**src/rtl/ps2_rx_ctrl.sv**
```systemverilog
// PS/2 device-to-host receiver.
// Synchronises the raw PS/2 clock and data lines into the clk domain and
// detects falling edges of the PS/2 clock. Each 11-bit frame (start, eight
// data bits LSB first, odd parity, stop) is checked and delivered as one byte.
// Parity, framing, overrun and inactivity timeout problems are each reported
// as a single-cycle rx_err pulse, and err_code holds the cause until the
// next error.
//
// Handshake: rx_valid rises when a good frame is accepted and stays high,
// with rx_data stable, until the first clk edge that sees rx_ack=1. rx_ack
// is ignored while rx_valid=0. If a frame completes on the same edge that
// rx_ack retires the previous byte, the new byte is taken and rx_valid stays
// high. If a frame completes while a byte is still pending, the frame is
// dropped and an overrun is reported.
module ps2_rx_ctrl #(
    parameter int TIMEOUT_CYCLES = 20000
) (
    input  logic       clk,
    input  logic       clear_n,
    input  logic       ps2_clk,
    input  logic       ps2_data,
    input  logic       rx_en,
    input  logic       rx_ack,
    output logic [7:0] rx_data,
    output logic       rx_valid,
    output logic       rx_err,
    output logic [1:0] err_code,
    output logic [2:0] bit_cnt,
    output logic       busy,
    output logic [1:0] fsm_state
);

    // Width of the inactivity counter. It only has to reach TIMEOUT_CYCLES-1.
    localparam int TW = (TIMEOUT_CYCLES > 2) ? $clog2(TIMEOUT_CYCLES) : 1;
    localparam logic [TW-1:0] T_LAST = TW'(TIMEOUT_CYCLES - 1);

    localparam logic [1:0] ERR_OVERRUN = 2'b00;
    localparam logic [1:0] ERR_PARITY  = 2'b01;
    localparam logic [1:0] ERR_FRAMING = 2'b10;
    localparam logic [1:0] ERR_TIMEOUT = 2'b11;

    typedef enum logic [1:0] {
        ST_IDLE   = 2'd0,
        ST_DATA   = 2'd1,
        ST_PARITY = 2'd2,
        ST_STOP   = 2'd3
    } state_t;

    state_t state;
    state_t state_nxt;

    // Synchroniser flops. They reset to 1 so that releasing reset with the
    // bus idle (both lines high) cannot produce a false falling edge.
    logic clk_s1;
    logic clk_s2;
    logic clk_s3;
    logic data_s1;
    logic data_s2;

    logic fall;
    logic data_bit;

    // Frame datapath.
    logic [7:0]    shreg;
    logic          parity_ok;
    logic [TW-1:0] tcnt;

    // Per-cycle actions decoded from state, edge and enable.
    logic take_start;
    logic take_data;
    logic take_parity;
    logic take_stop;
    logic timeout_hit;

    // Frame outcome, meaningful only when take_stop is high.
    logic       stop_err;
    logic [1:0] stop_code;
    logic       stop_accept;

    // ------------------------------------------------------------------
    // Input synchronisers and falling-edge detection
    // ------------------------------------------------------------------

    // Two-flop synchronisers for both lines, plus a third clock flop used
    // for edge detection.
    always_ff @(posedge clk or negedge clear_n) begin
        if (!clear_n) begin
            clk_s1  <= 1'b1;
            clk_s2  <= 1'b1;
            clk_s3  <= 1'b1;
            data_s1 <= 1'b1;
            data_s2 <= 1'b1;
        end else begin
            clk_s1  <= ps2_clk;
            clk_s2  <= clk_s1;
            clk_s3  <= clk_s2;
            data_s1 <= ps2_data;
            data_s2 <= data_s1;
        end
    end

    // A pin fall reaches clk_s2 two edges later. The FSM therefore acts on
    // it at the third edge, and samples data from its own second stage.
    always_comb begin
        fall     = !clk_s2 && clk_s3;
        data_bit = data_s2;
    end

    // ------------------------------------------------------------------
    // FSM: state register / next state / outputs
    // ------------------------------------------------------------------

    // State register.
    always_ff @(posedge clk or negedge clear_n) begin
        if (!clear_n) begin
            state <= ST_IDLE;
        end else begin
            state <= state_nxt;
        end
    end

    // Next state. Priority is disable, then a falling edge, then timeout,
    // so a fall that coincides with the timeout point keeps the frame alive.
    always_comb begin
        state_nxt = state;
        if (!rx_en) begin
            state_nxt = ST_IDLE;
        end else if (fall) begin
            case (state)
                ST_IDLE:   state_nxt = data_bit ? ST_IDLE : ST_DATA;
                ST_DATA:   state_nxt = (bit_cnt == 3'd7) ? ST_PARITY : ST_DATA;
                ST_PARITY: state_nxt = ST_STOP;
                ST_STOP:   state_nxt = ST_IDLE;
                default:   state_nxt = ST_IDLE;
            endcase
        end else if (state != ST_IDLE && tcnt == T_LAST) begin
            state_nxt = ST_IDLE;
        end
    end

    // FSM outputs: status, debug view of the state, and per-cycle actions.
    always_comb begin
        busy        = (state != ST_IDLE);
        fsm_state   = state;
        take_start  = rx_en && fall && (state == ST_IDLE) && !data_bit;
        take_data   = rx_en && fall && (state == ST_DATA);
        take_parity = rx_en && fall && (state == ST_PARITY);
        take_stop   = rx_en && fall && (state == ST_STOP);
        timeout_hit = rx_en && !fall && (state != ST_IDLE) && (tcnt == T_LAST);
    end

    // Outcome of the stop bit, in priority order: framing, parity, overrun,
    // accept. A byte retired by rx_ack on this same edge is not an overrun.
    always_comb begin
        stop_err    = 1'b0;
        stop_code   = ERR_OVERRUN;
        stop_accept = 1'b0;
        if (!data_bit) begin
            stop_err  = 1'b1;
            stop_code = ERR_FRAMING;
        end else if (!parity_ok) begin
            stop_err  = 1'b1;
            stop_code = ERR_PARITY;
        end else if (rx_valid && !rx_ack) begin
            stop_err  = 1'b1;
            stop_code = ERR_OVERRUN;
        end else begin
            stop_accept = 1'b1;
        end
    end

    // ------------------------------------------------------------------
    // Datapath
    // ------------------------------------------------------------------

    // Data-bit counter. It counts only in DATA, and wrapping 7 -> 0 on the
    // eighth bit leaves it at 0 for PARITY and STOP. Aborts clear it.
    always_ff @(posedge clk or negedge clear_n) begin
        if (!clear_n) begin
            bit_cnt <= 3'd0;
        end else if (!rx_en || timeout_hit || take_start) begin
            bit_cnt <= 3'd0;
        end else if (take_data) begin
            bit_cnt <= bit_cnt + 3'd1;
        end
    end

    // Shift register. Bits arrive LSB first, so they enter at the top.
    always_ff @(posedge clk or negedge clear_n) begin
        if (!clear_n) begin
            shreg <= 8'h00;
        end else if (take_start) begin
            shreg <= 8'h00;
        end else if (take_data) begin
            shreg <= {data_bit, shreg[7:1]};
        end
    end

    // Odd parity over the eight data bits and the received parity bit.
    always_ff @(posedge clk or negedge clear_n) begin
        if (!clear_n) begin
            parity_ok <= 1'b0;
        end else if (take_parity) begin
            parity_ok <= ^{shreg, data_bit};
        end
    end

    // Inactivity counter. It restarts on every fall, is held at 0 in IDLE,
    // and counts otherwise.
    always_ff @(posedge clk or negedge clear_n) begin
        if (!clear_n) begin
            tcnt <= '0;
        end else if (fall || state_nxt == ST_IDLE) begin
            tcnt <= '0;
        end else begin
            tcnt <= tcnt + TW'(1);
        end
    end

    // Received byte and its valid flag. These survive rx_en=0.
    always_ff @(posedge clk or negedge clear_n) begin
        if (!clear_n) begin
            rx_data  <= 8'h00;
            rx_valid <= 1'b0;
        end else if (take_stop && stop_accept) begin
            rx_data  <= shreg;
            rx_valid <= 1'b1;
        end else if (rx_ack) begin
            rx_valid <= 1'b0;
        end
    end

    // Error pulse and sticky cause code.
    always_ff @(posedge clk or negedge clear_n) begin
        if (!clear_n) begin
            rx_err   <= 1'b0;
            err_code <= ERR_OVERRUN;
        end else if (take_stop && stop_err) begin
            rx_err   <= 1'b1;
            err_code <= stop_code;
        end else if (timeout_hit) begin
            rx_err   <= 1'b1;
            err_code <= ERR_TIMEOUT;
        end else begin
            rx_err   <= 1'b0;
        end
    end

endmodule

```
**config.mk**
```make
export PLATFORM = sky130hd
export DESIGN_NAME = ps2_rx_ctrl
export DESIGN_NICKNAME = d
export VERILOG_FILES = /design/src/rtl/ps2_rx_ctrl.sv
export SDC_FILE = /design/constraint.sdc
export NUM_CORES = 1
export LEC_CHECK = 0
export ABC_AREA = 1
export CAP_MARGIN = 5
export CORE_MARGIN = 8
export CORE_UTILIZATION = 60
export DETAILED_ROUTE_END_ITERATION = 10
export PLACE_DENSITY_LB_ADDON = 0.05
export SYNTH_ARGS = -nofsm -noshare
export SYNTH_HDL_FRONTEND = slang
export SYNTH_SLANG_ARGS = --single-unit
```
**constraint.sdc**
```tcl
create_clock -name clk -period 3.3 [get_ports clk]
set_clock_uncertainty 0.05 [all_clocks]
set_input_delay 0.33 -clock clk [delete_from_list [all_inputs] [get_ports clk]]
set_output_delay 0.33 -clock clk [all_outputs]
set_load 0.01 [all_outputs]
```
# After elaboration in Yosys (flattened, before gate mapping)
# Cells that the tools add are included.
word_totals:
  reg_bits: 46
  input_bits: 6
  out_inout_bits: 18
  elab_cells: 76
op_classes:
  n_addsub: 2
  n_eq_ne: 5
  n_mux: 25
  reduce_logical: 30
ops:
  columns: ["cell", "count"]
  rows:
  - ["two-way mux 8 bit", 2]
  - ["adder 15 x 1 -> 15 bit (second input constant)", 1]
  - ["equality test 15 bit (second input constant)", 1]
  - ["two-way mux 15 bit", 1]
  - ["logical AND 1 bit", 14]
  - ["two-way mux 2 bit", 7]
  - ["two-way mux 1 bit", 12]
  - ["nonzero test 2 bit", 5]
  - ["XOR reduction 9 bit", 1]
  - ["one-hot mux 2 bit (4 select lines)", 1]
  - ["two-way mux 3 bit", 2]
  - ["logical NOT 1 bit", 5]
  - ["equality test 2 bit (second input constant)", 2]
  - ["logical NOT 2 bit", 2]
  - ["adder 3 x 1 -> 3 bit (second input constant)", 1]
  - ["equality test 3 bit (second input constant)", 1]
  - ["logical OR 1 bit", 3]
  - ["equality test 2 x 1 -> 1 bit (second input constant)", 1]

# Longest topological paths before layout
# Gate-level depths: netlist (run 1).
logic_depth:
  ltp_word: 9
  ltp_mapped: 12
  mapped_depth_nobuf: 11

# Least setup slack after synthesis (run 1)
# Ideal clock, no wire load.
synth_timing:
  path_kind: "register to register"
  from: "reg bit_cnt[0]"
  to: "reg tcnt[6]"
  setup_ps: 72
  arrival_ps: 1496
  required_ps: 3178
  setup_slack_ps: 1683
  path_stages_with_launch: 11
  path_buffers: 1
  synth_period_minus_slack_ps: 1617
  path_cell_list: "dfrtp_1 ha_1 ha_1 o21ai_0 o21ai_0 nor2_1 a21oi_1 nand2_1 nand2_2 buf_6 nor2_1"
synth_between:
  elab_chain_len: 8
synth_rtl:
  columns: ["item", "line", "source"]
  rows:
  - ["start: declaration", "28", "output logic [2:0] bit_cnt,"]
  - ["start signal: assignment", "184", "bit_cnt <= bit_cnt + 3'd1;"]
  - ["equality test 3 bit", "131", "ST_DATA: state_nxt = (bit_cnt == 3'd7) ? ST_PARITY : ST_DATA;"]
  - ["two-way mux 2 bit", "131", null]
  - ["one-hot mux 2 bit (4 select lines)", "129", "case (state)"]
  - ["two-way mux 2 bit", "128", "end else if (fall) begin"]
  - ["two-way mux 2 bit", "126", "if (!rx_en) begin"]
  - ["logical NOT 2 bit", "213", "end else if (fall || state_nxt == ST_IDLE) begin"]
  - ["logical OR 1 bit", "213", null]
  - ["two-way mux 15 bit", "213", null]
  - ["end signal: assignment", "216", "tcnt <= tcnt + TW'(1);"]
  - ["end: declaration", "66", "logic [TW-1:0] tcnt;"]
# Every way passes these cells.
# A chain may end at the register's enable or synchronous reset.

# Worst setup path after layout (run 1)
layout_timing:
  from: "reg state[1] (netlist: fsm_state[1])"
  to: "out busy"
layout_between:
  elab_chain_len: 1
layout_rtl:
  columns: ["item", "line", "source"]
  rows:
  - ["start: declaration", "49", "state_t state;"]
  - ["start signal: assignment", "118", "state <= state_nxt;"]
  - ["nonzero test 2 bit", "143", "busy = (state != ST_IDLE);"]
  - ["end: declaration", "29", "output logic busy,"]
# Every way passes these cells.

==> flow_summary.json, run 1 <==
{
  "status": "completed",
  "core_area_um2": 3578,
  "timing.hold.ws_ns": 0.05613,
  "start_util": 0.6129,
  "pwr-share-seq": 0.556,
  "netlist_area_um2": 2193,
  "synth_area_leaders": "dfrtp_1 (47%), nand2_1 (8.9%), dfstp_2 (6.0%), nor2_1 (5.5%), xor2_1 (4.8%)",
  "synth.distinct_cells": 27,
  "grt_pass1_wl_um": 7031,
  "critPathMaxFanout": 7,
  "layout-drive-gt1-share": 0.06884,
  "ant_nets": 0,
  "slew_viol_final": 0,
  "finalHoldViolations": 0,
  "grt_use_total": 0.1468,
  "cts_buffers": 5,
  "ys_ff_latch": 46,
  "combPwrFrac": 0.148,
  "p_switching_mw": 0.3073,
  "drt_pre_antenna_iters": 4,
  "hold_path.class": "primary input to async pin",
  "row_count": 22,
  "place_ws_ns": 1.347,
  "worst_slew_pin_slew_ns": 0.9895,
  "synth_nets": 260,
  "area_delta_synth_final_pct": 14.95,
  "gp_congestion": 0.8543,
  "cp.required_ns": 2.92,
  "p_leak_nw": 1.120,
  "seqCellArea_um2": 1157,
  "drcViolationCount": 0,
  "hpwlAfterDp_um": 2936,
  "path_class": "flip-flop to output port",
  "htree_levels": 2,
  "final_area_um2": 2521,
  "nets": 284,
  "diodes": 0,
  "holdBufCountCts": 0,
  "top_layer": "met4",
  "post_cts_buffers": 0,
  "die_area_um2": 5846,
  "placed_area_um2": 2446,
  "report.final.setup_viol": 0,
  "wl_per_cell_um": 12.78,
  "drt_iter0_drc": 113,
  "cts_tree": "built",
  "dp.cells": 316,
  "clock_path_buffers": 2,
  "relSlewSlack": 0.3403,
  "insertion_delay_ns": 0.37,
  "io_pins": 24,
  "cts_sinks": 46,
  "fill_cells": 282,
  "port_buffers": 23,
  "max_freq_mhz": 491.3,
  "die_w_um": 76.46,
  "die_y_um": 76.46,
  "p_per_area_nw_per_um2": 450.9,
  "grt_pass1_vias": 1548,
  "yosysTopAreaCellShare": 0.4678,
  "path_clk_slew_ns": 0.14,
  "m1WireLength_um": 2046,
  "seq_area_frac_synth": 0.5277,
  "post-route-min-period_ns": 2.036,
  "met2_length_um": 1834,
  "antenna_found_initial": 0,
  "vias": 1653,
  "clockPowerShare": 0.296,
  "post_cts_resized": 0,
  "yosysTopAreaCell": "dfrtp_1",
  "ys_warn_count": 0,
  "tns_ns": 0,
  "synth_ff_type": "dfrtp_1",
  "synth_area_per_cell_um2": 8.738,
  "ir_drop_mv": 0.3263,
  "grt_max_degree": 47,
  "end_kind": "output port",
  "wl_um": 4140,
  "async_reset_ff_frac": 1.000,
  "multi_input_area_um2": 898.4,
  "synth_cells": 251,
  "wl_met3_um": 200,
  "intPower_mw": 0.8294,
  "grt_overflow_total": 0,
  "cts-root-buf": "clkbuf_4",
  "crit_arrival_ns": 1.66,
  "stdcell_count": 324,
  "rsz0062_at_grt": "no",
  "vias_per_cell": 5.102,
  "swShare": 0.2703,
  "cp-start-kind": "flip-flop",
  "finalCritPeriodShare": 0.6168,
  "maxCapViolations": 0,
  "timing.final.ws_setup_ns": 1.264,
  "synth-edff-count": 0
}
-- metal layers --
metal,global-route usage,vias up
li1,-,856
met1,0.1841,757
met2,0.2254,33
met3,0.05307,7
met4,0.05577,0
met5,0,-
-- cell type report --
cell class | count | area share
inverters | 28 | 0.04169
clock buffers | 7 | 0.01787
multi-input cells | 171 | 0.3563
well taps | 48 | 0.02382
flip-flops and latches | 46 | 0.4591
clock inverters | 1 | 0.01191
repair buffers | 23 | 0.08933
-- cells in the final DEF (no fill, tap or decap) --
cell | synthesis | routed
bufinv_16 | 0 | 1
clkbuf_4 | 0 | 5
inv_1 | 25 | 25
o21ai_1 | 5 | 5
ha_1 | 3 | 3
nor3b_1 | 1 | 1
a21oi_1 | 2 | 2
o22ai_1 | 6 | 6
nand2_2 | 2 | 2
nand4_1 | 5 | 5
nor4_1 | 1 | 1
nor2_1 | 32 | 32
buf_2 | 1 | 1
clkbuf_1 | 3 | 2
o21ai_0 | 14 | 14
o31ai_1 | 2 | 2
inv_2 | 3 | 3
clkdlybuf4s50_1 | 0 | 22
dfrtp_1 | 41 | 41
xor2_1 | 12 | 12
nor3_2 | 2 | 2
nand2_1 | 52 | 52
o21a_1 | 1 | 1
nand3_1 | 12 | 12
xnor2_1 | 11 | 11
nor3_1 | 7 | 7
dfstp_2 | 5 | 5
or2_0 | 1 | 1
-- synth_stat cells (3+ instances only) --
cell type and instances:
xnor2_1 11, o22ai_1 6, nor3_1 7, inv_2 3, ha_1 3, xor2_1 12, clkbuf_1 3, nand4_1 5
inv_1 25, o21ai_0 14, nand3_1 12, nor2_1 32, nand2_1 52, dfstp_2 5, dfrtp_1 41, o21ai_1 5
-- worst paths after layout --
kind                            cells after the start         end         start  slack, ns
worst max-delay path                                3        busy  fsm_state[1]       1.26
worst min-delay path                                1  bit_cnt[2]       clear_n       0.06
worst max register to register                      8    tcnt[10]       tcnt[0]       1.45
worst min register to register                      0    data_bit       data_s1       0.32
max in group asynchronous                           1     tcnt[6]       clear_n       2.52
min in group clk                                    1      clk_s1       ps2_clk       0.30
-- worst max-delay path, cell delays in order (launching register included) --
cell and delay [ns]:
dfrtp_1 0.51, inv_2 0.10, nand2_1 0.13, clkdlybuf4s50_1 0.55
-- sequential cells by signal, summed over array words and instances, names as in the netlist, 2 cells and up --
signal and count:
bit_cnt 3, err_code 2, fsm_state 2, rx_data 8
shreg 8, tcnt 15
-- metrics by stage --
step	power (mW)	utilization
finish	1.137	0.7045
global route	1.190	0.7045
CTS	1.143	0.7045
detailed placement	0.8129	0.6836
global placement	0.8067	0.6836
floorplan	0.7597	-
-- power groups by stage --
| stage | combinational, mW | clock (mW) | sequential [mW] |
|---|---|---|---|
| final | 0.168 | 0.336 | 0.632 |
| after global routing | 0.191 | 0.363 | 0.637 |
| after floorplan | 0.132 | 0 | 0.628 |
| after global placement | 0.166 | 0 | 0.641 |
| after CTS | 0.171 | 0.339 | 0.632 |
| after detailed placement | 0.170 | 0 | 0.642 |
-- logic make-up (layout without fill, tap and decap cells) --
group	after synthesis	in the layout	share of synthesized area
flops	46	46	0.5277
fa+ha+maj	3	3	0.01712
xor+xnor	23	23	0.09184
buf+inv	34	59	0.06274
compound gates	30	30	0.07530
simple gates	115	115	0.2253
Note: power is estimated with default switching activity, not from simulation.
==> inputs of run 2 (changes only) <==
--- a/config.mk
+++ b/config.mk
@@ -8,7 +8,7 @@
 export ABC_AREA = 1
 export CAP_MARGIN = 5
 export CORE_MARGIN = 8
-export CORE_UTILIZATION = 60
+export CORE_UTILIZATION = 50
 export DETAILED_ROUTE_END_ITERATION = 10
 export PLACE_DENSITY_LB_ADDON = 0.05
 export SYNTH_ARGS = -nofsm -noshare
==> constraint.sdc (replaced) <==
create_clock -name clk -period 1.7 [get_ports clk]
set_clock_uncertainty 0.05 [all_clocks]
set_input_delay 0.17 -clock clk [delete_from_list [all_inputs] [get_ports clk]]
set_output_delay 0.17 -clock clk [all_outputs]
set_load 0.01 [all_outputs]
==> flow_summary.json, run 2 (synthesis gave the netlist of run 1 again) <==
{
  "status": "completed",
  "row_count": 24,
  "end_kind": "output port",
  "crit_arrival_ns": 1.43,
  "antenna_found_initial": 0,
  "maxCapViolations": 0,
  "grt_use_total": 0.1495,
  "vias_per_cell": 5.096,
  "crit_path_cell_trace": "inv_2 > nand2_1 > clkdlybuf4s50_1",
  "port_buffers": 23,
  "io_pins": 24,
  "report.final.setup_viol": 0,
  "finalCritPeriodShare": 0.9692,
  "cp-start-kind": "flip-flop",
  "layout_commonest_cell": "nand2_1",
  "drt_pre_antenna_iters": 4,
  "cp.required_ns": 1.48,
  "drcViolationCount": 0,
  "path_class": "flip-flop to output port",
  "rsz0062_at_grt": "yes",
  "final_core_utilization": 0.6827,
  "grt_pass1_vias": 1709,
  "gp_congestion": 0.8124,
  "worst_slew_pin_slew_ns": 0.4858,
  "cts_tree": "built",
  "tns_ns": 0,
  "post-route-min-period_ns": 1.648,
  "timing.final.ws_setup_ns": 0.05231,
  "relSlewSlack": 0.6761,
  "cts-root-buf": "clkbuf_8",
  "wl_um": 4591,
  "p_per_area_nw_per_um2": 889.6,
  "max_freq_mhz": 606.9,
  "grt_pass1_wl_um": 7824,
  "htree_levels": 2,
  "p_leak_nw": 1.307,
  "area_delta_synth_final_pct": 33.66,
  "die_y_um": 82.23,
  "regMostFlops": "tcnt",
  "die_w_um": 82.23,
  "timing.hold.ws_ns": 0.2190,
  "layout-drive-gt1-share": 0.2277,
  "place_ws_ns": -0.04660,
  "start_util": 0.5108,
  "mostFrequentLayoutCells": "nand2_1 (50), dfrtp_1 (40), nor2_1 (24), buf_4 (24), inv_1 (23)",
  "stdcell_count": 355,
  "cp_slowest_cell": "clkdlybuf4s50_1",
  "nets": 311,
  "placed_area_um2": 2641,
  "ant_nets": 0,
  "finalHoldViolations": 0,
  "diodes": 0,
  "fill_cells": 364,
  "fin_total_pwr_mw": 2.608,
  "grt_overflow_total": 0,
  "hold_path.class": "primary input to flip-flop",
  "clock_path_buffers": 2,
  "crit_buf_inv": 2,
  "critPathMaxFanout": 5,
  "path_clk_slew_ns": 0.08,
  "cts_sinks": 46,
  "insertion_delay_ns": 0.30,
  "cp_top_family": "buffers and inverters",
  "final_area_um2": 2932,
  "wl_per_cell_um": 12.93,
  "drt_iter0_drc": 102,
  "cts_buffers": 5,
  "largest_reg_flops": 15,
  "hpwlAfterDp_um": 3274,
  "core_area_um2": 4294,
  "reg_top3": "tcnt (15), rx_data (8), shreg (8)",
  "dp.cells": 342,
  "max_stage_delay_ns": 0.55,
  "vias": 1809,
  "ir_drop_mv": 0.6694,
  "slew_viol_final": 0,
  "grt_max_degree": 27,
  "die_area_um2": 6762
}
==> run 2: cell count changes in the layout (fill, tap and decap cells not counted), moves of 3 or more <==
cell,previous run,this run
ha_1,3,0
clkbuf_8,0,6
clkbuf_4,5,0
nor2_1,32,24
buf_4,0,24
nor2_2,0,6
==> run 2: worst reg2reg max path, stage by stage, from the launching register on <==
cell     delay, ns
dfrtp_1       0.39
ha_2          0.20
ha_4          0.16
o21ai_2       0.11
o21ai_1       0.07
nor2_1        0.16
a21oi_2       0.06
nand2_1       0.08
nand2_2       0.06
buf_12        0.15
nor2_1        0.09
==> run 2: timing repair <==
item,4_1_cts,5_1_grt
setup buffers,1,3
hold buffers,1,0
endpoints found under the setup margin,5,34
endpoints found under the hold margin,15,0
pin swaps,1,5
resized for setup,5,27
==> run 2: metal layers <==
layer | share of wire | wire (µm) | global-route usage | up-vias
met3 | 0.042 | 193 | 0.04113 | 7
met2 | 0.45 | 2075 | 0.2232 | 32
met5 | 0 | 0 | 0 | -
met1 | 0.49 | 2258 | 0.2013 | 870
li1 | - | - | - | 900
met4 | 0.014 | 64 | 0.05789 | 0
==> run 2: report_power, final <==
group	leakage (nW)	internal, mW	switching [mW]
clock	0.0714	0.627	0.360
sequential	0.615	1.16	0.0639
combinational	0.620	0.178	0.220
==> run 2: worst paths after layout <==
kind	cells past startpoint	endpoint	from	slack, ns
min in group asynchronous	2	tcnt[2]	clear_n	0.31
setup reg to reg	10	tcnt[11]	bit_cnt[0]	0.08
setup / recovery	3	busy	fsm_state[1]	0.05
max in group asynchronous	3	shreg[7]	clear_n	0.79
hold reg to reg	0	data_bit	data_s1	0.31
hold / removal	1	clk_s1	ps2_clk	0.22
==> run 2: cell type report <==
| class | instances | area [µm²] | area share |
|---|---|---|---|
| flip-flops and latches | 46 | 1159 | 0.3952 |
| multi-input cells | 171 | 1005 | 0.3427 |
| repair buffers | 50 | 455.4 | 0.1554 |
| inverters | 28 | 105.1 | 0.03585 |
| clock buffers | 6 | 82.58 | 0.02817 |
| well taps | 52 | 65.06 | 0.02219 |
| clock inverters | 2 | 60.06 | 0.02049 |
==> inputs of run 3 (changes only) <==
--- a/config.mk
+++ b/config.mk
@@ -8,7 +8,7 @@
 export ABC_AREA = 1
 export CAP_MARGIN = 5
 export CORE_MARGIN = 8
-export CORE_UTILIZATION = 50
+export CORE_UTILIZATION = 35
 export DETAILED_ROUTE_END_ITERATION = 10
 export PLACE_DENSITY_LB_ADDON = 0.05
 export SYNTH_ARGS = -nofsm -noshare
==> flow_summary.json, run 3 (synthesis gave the netlist of run 1 again) <==
{
  "status": "completed",
  "area_delta_synth_final_pct": 36.51,
  "maxCapViolations": 0,
  "r2r_setup_slack_ns": 0.05,
  "rsz0062_at_grt": "yes",
  "drcViolationCount": 0,
  "regMostFlops": "tcnt",
  "grt_pass1_vias": 1656,
  "wl_um": 4877,
  "p_switching_mw": 0.6552,
  "diodes": 0,
  "cts_buffers": 5,
  "gp_congestion": 0.7633,
  "crit_path_cell_trace": "ha_2 > ha_4 > o21ai_2 > o21ai_1 > nor2_1 > a21oi_2 > nand2_1 > nand2_2 > clkbuf_16 > nor2_2",
  "fin_total_pwr_mw": 2.624,
  "slew_viol_final": 0,
  "path_class": "flip-flop to flip-flop",
  "start_util": 0.3535,
  "whs_path_depth": 1,
  "grt_overflow_total": 0,
  "cp_top_family": "flip-flops",
  "max_stage_delay_ns": 0.39,
  "vias": 1724,
  "max_freq_mhz": 604.3,
  "grt_use_total": 0.1136,
  "finalHoldViolations": 0,
  "die_w_um": 95.16,
  "finalCritPeriodShare": 0.9734,
  "ir_drop_mv": 0.5433,
  "port_buffers": 23,
  "htree_levels": 2,
  "die_y_um": 95.16,
  "grt_max_degree": 33,
  "vias_per_cell": 4.549,
  "hold_end": "data_s1",
  "insertion_delay_ns": 0.29,
  "worst_slew_pin_slew_ns": 0.3845,
  "crit_arrival_ns": 1.83,
  "cts_sinks": 46,
  "mostFrequentLayoutCells": "nand2_1 (51), dfrtp_1 (40), inv_1 (22), buf_4 (22), clkdlybuf4s50_1 (21)",
  "cts_tree": "built",
  "clockPowerShare": 0.380,
  "swShare": 0.2497,
  "reg2reg_depth": 10,
  "cp_slowest_cell": "dfrtp_1",
  "hold_path.class": "primary input to flip-flop",
  "cp.required_ns": 1.88,
  "largest_reg_flops": 15,
  "io_pins": 24,
  "die_area_um2": 9055,
  "end_kind": "flip-flop",
  "reg_top3": "tcnt (15), rx_data (8), shreg (8)",
  "ant_nets": 0,
  "layout_commonest_cell": "nand2_1",
  "clock_path_buffers": 2,
  "cp-start-kind": "flip-flop",
  "intPower_mw": 1.968,
  "row_count": 29,
  "timing.hold.ws_ns": 0.2193,
  "p_per_area_nw_per_um2": 876.3,
  "grt_pass1_wl_um": 8059,
  "wl_per_cell_um": 12.87,
  "r2r_start": "bit_cnt[1]",
  "pwr-share-seq": 0.465,
  "relSlewSlack": 0.7436,
  "path_clk_slew_ns": 0.09,
  "layout-drive-gt1-share": 0.2450,
  "combPwrFrac": 0.155,
  "report.final.setup_viol": 0,
  "worstHoldStart": "ps2_data",
  "p_leak_nw": 1.310,
  "hpwlAfterDp_um": 3393,
  "nets": 310,
  "core_area_um2": 6205,
  "crit_buf_inv": 1,
  "drt_iter0_drc": 53,
  "antenna_found_initial": 0,
  "drt_pre_antenna_iters": 4,
  "cts-root-buf": "clkbuf_8",
  "critPathMaxFanout": 7,
  "post-route-min-period_ns": 1.655,
  "r2r-end": "tcnt[1]"
}
[run 3: worst max-delay path by stage]
stage	from	to	slack (ns)	depth (start not counted)
6_report	bit_cnt[1]	tcnt[1]	0.05	10
5_1_grt	bit_cnt[1]	tcnt[11]	-0.09	10
4_1_cts	tcnt[0]	tcnt[8]	0.006	11
3_5_place_dp	clk_s3	shreg[3]	-0.05	7
3_3_place_gp	clk_s3	err_code[1]	-0.02	7
2_1_floorplan	bit_cnt[0]	tcnt[6]	0.08	10
[run 3: per-stage QoR]
step                      instance area, µm²  worst slack, ns  instances  utilization   TNS, ns
final                                   2994          0.04514        379       0.4826         0
after global routing                    2994         -0.09270        379       0.4826    -1.109
after CTS                               2841         0.006485        377       0.4580         0
after detailed placement                2673         -0.05226        367       0.4307   -0.4265
after global placement                  2673         -0.01879        367       0.4307  -0.07048
after floorplan                         2193          0.08258        251            -         0
[run 3: power groups by stage]
stage | clock [mW] | sequential, mW | combinational, mW
floorplan | 0 | 1.22 | 0.256
global placement | 0 | 1.24 | 0.369
detailed placement | 0 | 1.24 | 0.373
CTS | 1.05 | 1.22 | 0.382
global route | 1.08 | 1.23 | 0.463
finish | 0.998 | 1.22 | 0.406
[run 3: layout make-up]
cell class              instances  area (µm²)
inverters                      28       105.1
multi-input cells             171        1027
well taps                      77       96.34
repair buffers                 49       464.2
clock buffers                   6       82.58
clock inverters                 2       60.06
fillers                       605        3211
flip-flops and latches         46        1159
[run 3: metal layers]
metal,GRT usage,vias up,share of wire
li1,-,904,-
met2,0.1600,22,0.43
met1,0.1602,793,0.52
met3,0.03465,5,0.040
met4,0.03901,0,0.012
met5,0,-,0
[run 3: repair_timing]
item | in CTS | in global routing
buffers inserted | 1 | 1
pin swaps | 1 | 5
hold endpoints to repair | 14 | 0
setup endpoints to repair | 23 | 33
resized for setup | 8 | 34
hold buffers | 1 | 0
gates cloned | 0 | 1
==> patch 1 (flow settings as in run 1) <==
Set the parameter `TIMEOUT_CYCLES` to 80000 (it was 20000).
--- a/src/rtl/ps2_rx_ctrl.sv
+++ b/src/rtl/ps2_rx_ctrl.sv
@@ -14,5 +14,5 @@
 // dropped and an overrun is reported.
 module ps2_rx_ctrl #(
-    parameter int TIMEOUT_CYCLES = 20000
+    parameter int TIMEOUT_CYCLES = 80000
 ) (
     input  logic       clk,
Function: no difference found for any inputs over 10 cycles, from zero or initial values; that may be too few to reach the edited logic, so the function may still have changed.
==> patch 1 against run 1 <==
  * Critical path depth unchanged
  * Sequential cell count up 2
  * Power down 7.1%
  * Setup slack better by 0.17 ns
  * Wire length down 2.2%
  * Sequential power down 2%
  * Sequential share of layout area about the same
  * Register-to-register slack better by 0.02 ns
  * Design area up 4.3%
  * Synthesized area up 3.5%
  * Largest power group unchanged
==> patch 1: results (changes against run 1) <==
metric;value;unit;change
cell area after placement;2540;sq um;+3.8%
synthesized-area fraction occupied by xor and xnor cells;7.33;%;-1.9 points
measured slew at the worst slew-check pin;1.00;ns;+0.0146 ns
worst hold slack across all endpoints;0.148;ns;+0.0916 ns
total half-perimeter wirelength after legalization and detailed placement;2960;um;+0.85%
adder and majority gate portion of the synthesized area;1.65;%;-0.058 points
register area;1210;sq um;+4.3%
via count of the first global-routing pass;1607;;+3.8%
share of the synthesized area in compound gates (AO/OA/AOI/OAI);4.69;%;-2.8 points
via count normalized by instance count;4.91;;-3.8%
biggest regs;tcnt (17), rx_data (8), shreg (8);;
Critical Path AT;1.48;ns;-0.18 ns
first-pass GRT wire length;6940;um;-1.3%
fraction of layout cells with a size suffix above 1;9.86;%;+3.0 points
leakage power;1.23;nW;+9.8%
GR Layer Usage met3;4.84;%;-0.47 points
fraction of met2 tracks used by global routing;24.2;%;+1.6 points
clock tree root driver cell;sky130_fd_sc_hd__clkbuf_8;;
maximum fanout encountered on the critical timing path;5;;-2
R2R Path End;rx_data[5]$_DFFE_PN0P_;;
RePlAce Congestion;0.824;;-3.5%
clk slew on worst S/H paths;0.08;ns;-0.06 ns
pin count of the biggest net entering global routing;49;;+4.3%
most area-consuming cells after synthesis;sky130_fd_sc_hd__dfrtp_1 47%, sky130_fd_sc_hd__nand2_1 8.1%, sky130_fd_sc_hd__nor2_1 6.3%;;
status;complete, no violations;;
number of placed instances, taps included;324;;+2.5%
-- patch 1: changes by cell type in the layout (fill, tap and decap cells not counted), moves of 3 or more --
cell	change
sky130_fd_sc_hd__xnor2_1	-3
sky130_fd_sc_hd__nor2_2	+3
sky130_fd_sc_hd__mux2_4	+3
sky130_fd_sc_hd__o22ai_1	-6
sky130_fd_sc_hd__o21ai_1	-5
sky130_fd_sc_hd__inv_1	+10
sky130_fd_sc_hd__nand2_1	-3
sky130_fd_sc_hd__o21ai_0	+3
sky130_fd_sc_hd__clkbuf_4	-5
sky130_fd_sc_hd__nor2_1	+6
sky130_fd_sc_hd__clkbuf_8	+6
-- patch 1: per-layer routing --
metal / part of all wire (%) / routed length (um)
met1: 45 / 1810
met2: 49 / 1990
met3: 4.4 / 177
met4: 1.8 / 72
met5: 0 / 0
-- patch 1: cell type report --
type,count,area share [%]
Clock buffer,8,3.43
Multi-Input combinational cell,169,34.7
Tap cell,48,2.28
Timing Repair Buffer,23,8.57
Inverter,36,5.14
Sequential cell,48,45.9
-- patch 1: logic make-up (layout without fill, tap and decap cells) --
| group | count (synthesis) | in the layout |
|---|---|---|
| xor+xnor | 19 | 19 |
| compound gates | 20 | 20 |
| buf+inv | 38 | 67 |
| fa+ha+maj | 3 | 3 |
| flops | 48 | 48 |
| simple gates | 122 | 122 |
| mux | 5 | 5 |
-- patch 1: metrics by stage --
stage / util (%) / setup slack, ns
2_1_floorplan: - / 1.67
3_3_place_gp: 69.3 / 1.33
3_5_place_dp: 69.3 / 1.26
4_1_cts: 71.8 / 1.41
5_1_grt: 71.8 / 1.35
6_report: 71.8 / 1.44
-- patch 1: where the power goes --
part | switching (W) | internal (W)
clock network | 0.000179 | 0.000171
registers | 0.0000133 | 0.000607
logic | 0.0000534 | 0.0000322
total | 0.000246 | 0.000810
==> patch 2 (config.mk and constraints of run 1) <==
Made on the original files. Register the output `bit_cnt` once more, without a reset; this adds one clock of latency there. The other outputs are not delayed to match.
--- a/src/rtl/ps2_rx_ctrl.sv
+++ b/src/rtl/ps2_rx_ctrl.sv
@@ -47,4 +47,6 @@
     } state_t;
 
+    logic [2:0] bit_cnt_s0;
+
     state_t state;
     state_t state_nxt;
@@ -129,5 +131,5 @@
             case (state)
                 ST_IDLE:   state_nxt = data_bit ? ST_IDLE : ST_DATA;
-                ST_DATA:   state_nxt = (bit_cnt == 3'd7) ? ST_PARITY : ST_DATA;
+                ST_DATA:   state_nxt = (bit_cnt_s0 == 3'd7) ? ST_PARITY : ST_DATA;
                 ST_PARITY: state_nxt = ST_STOP;
                 ST_STOP:   state_nxt = ST_IDLE;
@@ -178,9 +180,9 @@
     always_ff @(posedge clk or negedge clear_n) begin
         if (!clear_n) begin
-            bit_cnt <= 3'd0;
+            bit_cnt_s0 <= 3'd0;
         end else if (!rx_en || timeout_hit || take_start) begin
-            bit_cnt <= 3'd0;
+            bit_cnt_s0 <= 3'd0;
         end else if (take_data) begin
-            bit_cnt <= bit_cnt + 3'd1;
+            bit_cnt_s0 <= bit_cnt_s0 + 3'd1;
         end
     end
@@ -247,4 +249,8 @@
     end
 
+    always_ff @(posedge clk) begin
+        bit_cnt <= bit_cnt_s0;
+    end
+
 endmodule
 
Function: changed (Yosys sat finds a counterexample within 10 cycles, from zero or initial values).
==> patch 2 against run 1 <==
  * Fmax is 3.1% lower
  * Setup slack worse by 0.064 ns
  * Sequential cell count rose by 3
  * Synthesized area increased by 6.5%
  * Design area grew 5.7%
  * Final cell count grew 1.9%
  * Wire length increased by 3.2%
  * Critical path type is now flip-flop to flip-flop
Power is not compared: it rests on default switching activity, and its combinational part moved more than twofold at a synthesized area within 25%.
==> patch 2: results (changes against run 1) <==
metric;value;unit;change
worst hold slack across all endpoints;0.139;ns;+0.0824 ns
most area-consuming cells after synthesis;sky130_fd_sc_hd__dfrtp_1 44%, sky130_fd_sc_hd__nand2_1 8.7%, sky130_fd_sc_hd__nor2_1 6.1%;;
clock latency of the later-clocked register in the worst-skew pair;0.30;ns;-0.07 ns
overall track demand over capacity in global routing;15.3;%;+0.64 points
cell area after placement;2580;sq um;+5.6%
number of placed instances, taps included;322;;+1.9%
leakage power;1.23;nW;
share of the yosys chip area belonging to registers;52.1;%;-0.65 points
GR Layer Usage met3;4.67;%;-0.64 points
Tightest Hold Check Type;input port to async pin;;
Worst slew margin;34.4;%;+0.41 points
post-synth net total;266;;+2.3%
met1 global-route usage;20.7;%;+2.3 points
clock tree root driver cell;sky130_fd_sc_hd__clkbuf_8;;
total half-perimeter wirelength after legalization and detailed placement;3090;um;+5.2%
Nets;290;;+2.1%
share of synthesized registers carrying an async set or reset;93.9;%;-6.1 points
Worst R2R Setup Slack;1.20;ns;-0.25 ns
via count normalized by instance count;5.20;;+1.9%
reg2reg start;clk_s3$_DFF_PN1_;;
RePlAce Congestion;0.815;;-4.6%
fraction of met2 tracks used by global routing;22.2;%;-0.33 points
commonest cells in the synthesized netlist;54 x sky130_fd_sc_hd__nand2_1, 41 x sky130_fd_sc_hd__dfrtp_1, 38 x sky130_fd_sc_hd__nor2_1;;
Wirelength per Cell;12.9;um;+1.3%
via count of the first global-routing pass;1687;;+9.0%
R2R Path End;bit_cnt_s0[0]$_DFFE_PN0P_;;
first-pass GRT wire length;7560;um;+7.6%
clk slew on worst S/H paths;0.08;ns;-0.06 ns
fill cell instance count of the final layout;303;;+7.4%
final cell count without fillers;330;;+1.9%
critical path's top delay family;simple AND/OR/NAND/NOR gates;;
placement-stage worst setup slack;0.991;ns;-0.356 ns
drt first-iter violations;163;;+44%
Worst path slowest cell;sky130_fd_sc_hd__nor3_2;;
status;complete, no violations;;
patch 2: logic make-up (layout without fill, tap and decap cells):
| kind of cell | Yosys count | in the layout | synth area share, % |
|---|---|---|---|
| AO/OA/AOI/OAI | 20 | 20 | 4.39 |
| XOR/XNOR | 23 | 23 | 8.62 |
| adder cells (fa/ha/maj) | 3 | 3 | 1.61 |
| buffers and inverters | 30 | 55 | 5.52 |
| flip-flops | 49 | 49 | 52.1 |
| multiplexers | 7 | 7 | 4.50 |
| AND/OR/NAND/NOR | 125 | 125 | 23.2 |
patch 2: cell type report:
type	count	area, sq um	area share [%]
multi-input cells	178	990	37.2
flip-flops and latches	49	1220	45.7
well taps	48	60.1	2.25
clock buffers	7	76.3	2.87
clock inverters	1	5.00	0.188
inverters	24	90.1	3.38
repair buffers	23	225	8.45
patch 2: where the power goes:
part	internal, W	switching, W
Combinational	0.0000272	0.0000499
Sequential	0.000616	0.0000119
Clock	0.000149	0.000183
patch 2: how the worst max path moves through the flow:
| stage | end | slack (ns) | cells past startpoint |
|---|---|---|---|
| after detailed placement | bit_cnt_s0[0]$_DFFE_PN0P_ | 0.99 | 7 |
| after floorplan | rx_data[4]$_DFFE_PN0P_ | 1.69 | 6 |
| after global routing | bit_cnt_s0[0]$_DFFE_PN0P_ | 0.88 | 8 |
| after CTS | bit_cnt_s0[0]$_DFFE_PN0P_ | 1.17 | 8 |
| final | bit_cnt_s0[0]$_DFFE_PN0P_ | 1.20 | 8 |
| after global placement | bit_cnt_s0[0]$_DFFE_PN0P_ | 1.13 | 7 |
patch 2: layer usage:
metal,vias up,routed length (um)
li1,870,-
met1,801,2140
met2,39,1820
met3,6,238
met4,0,75
met5,-,0
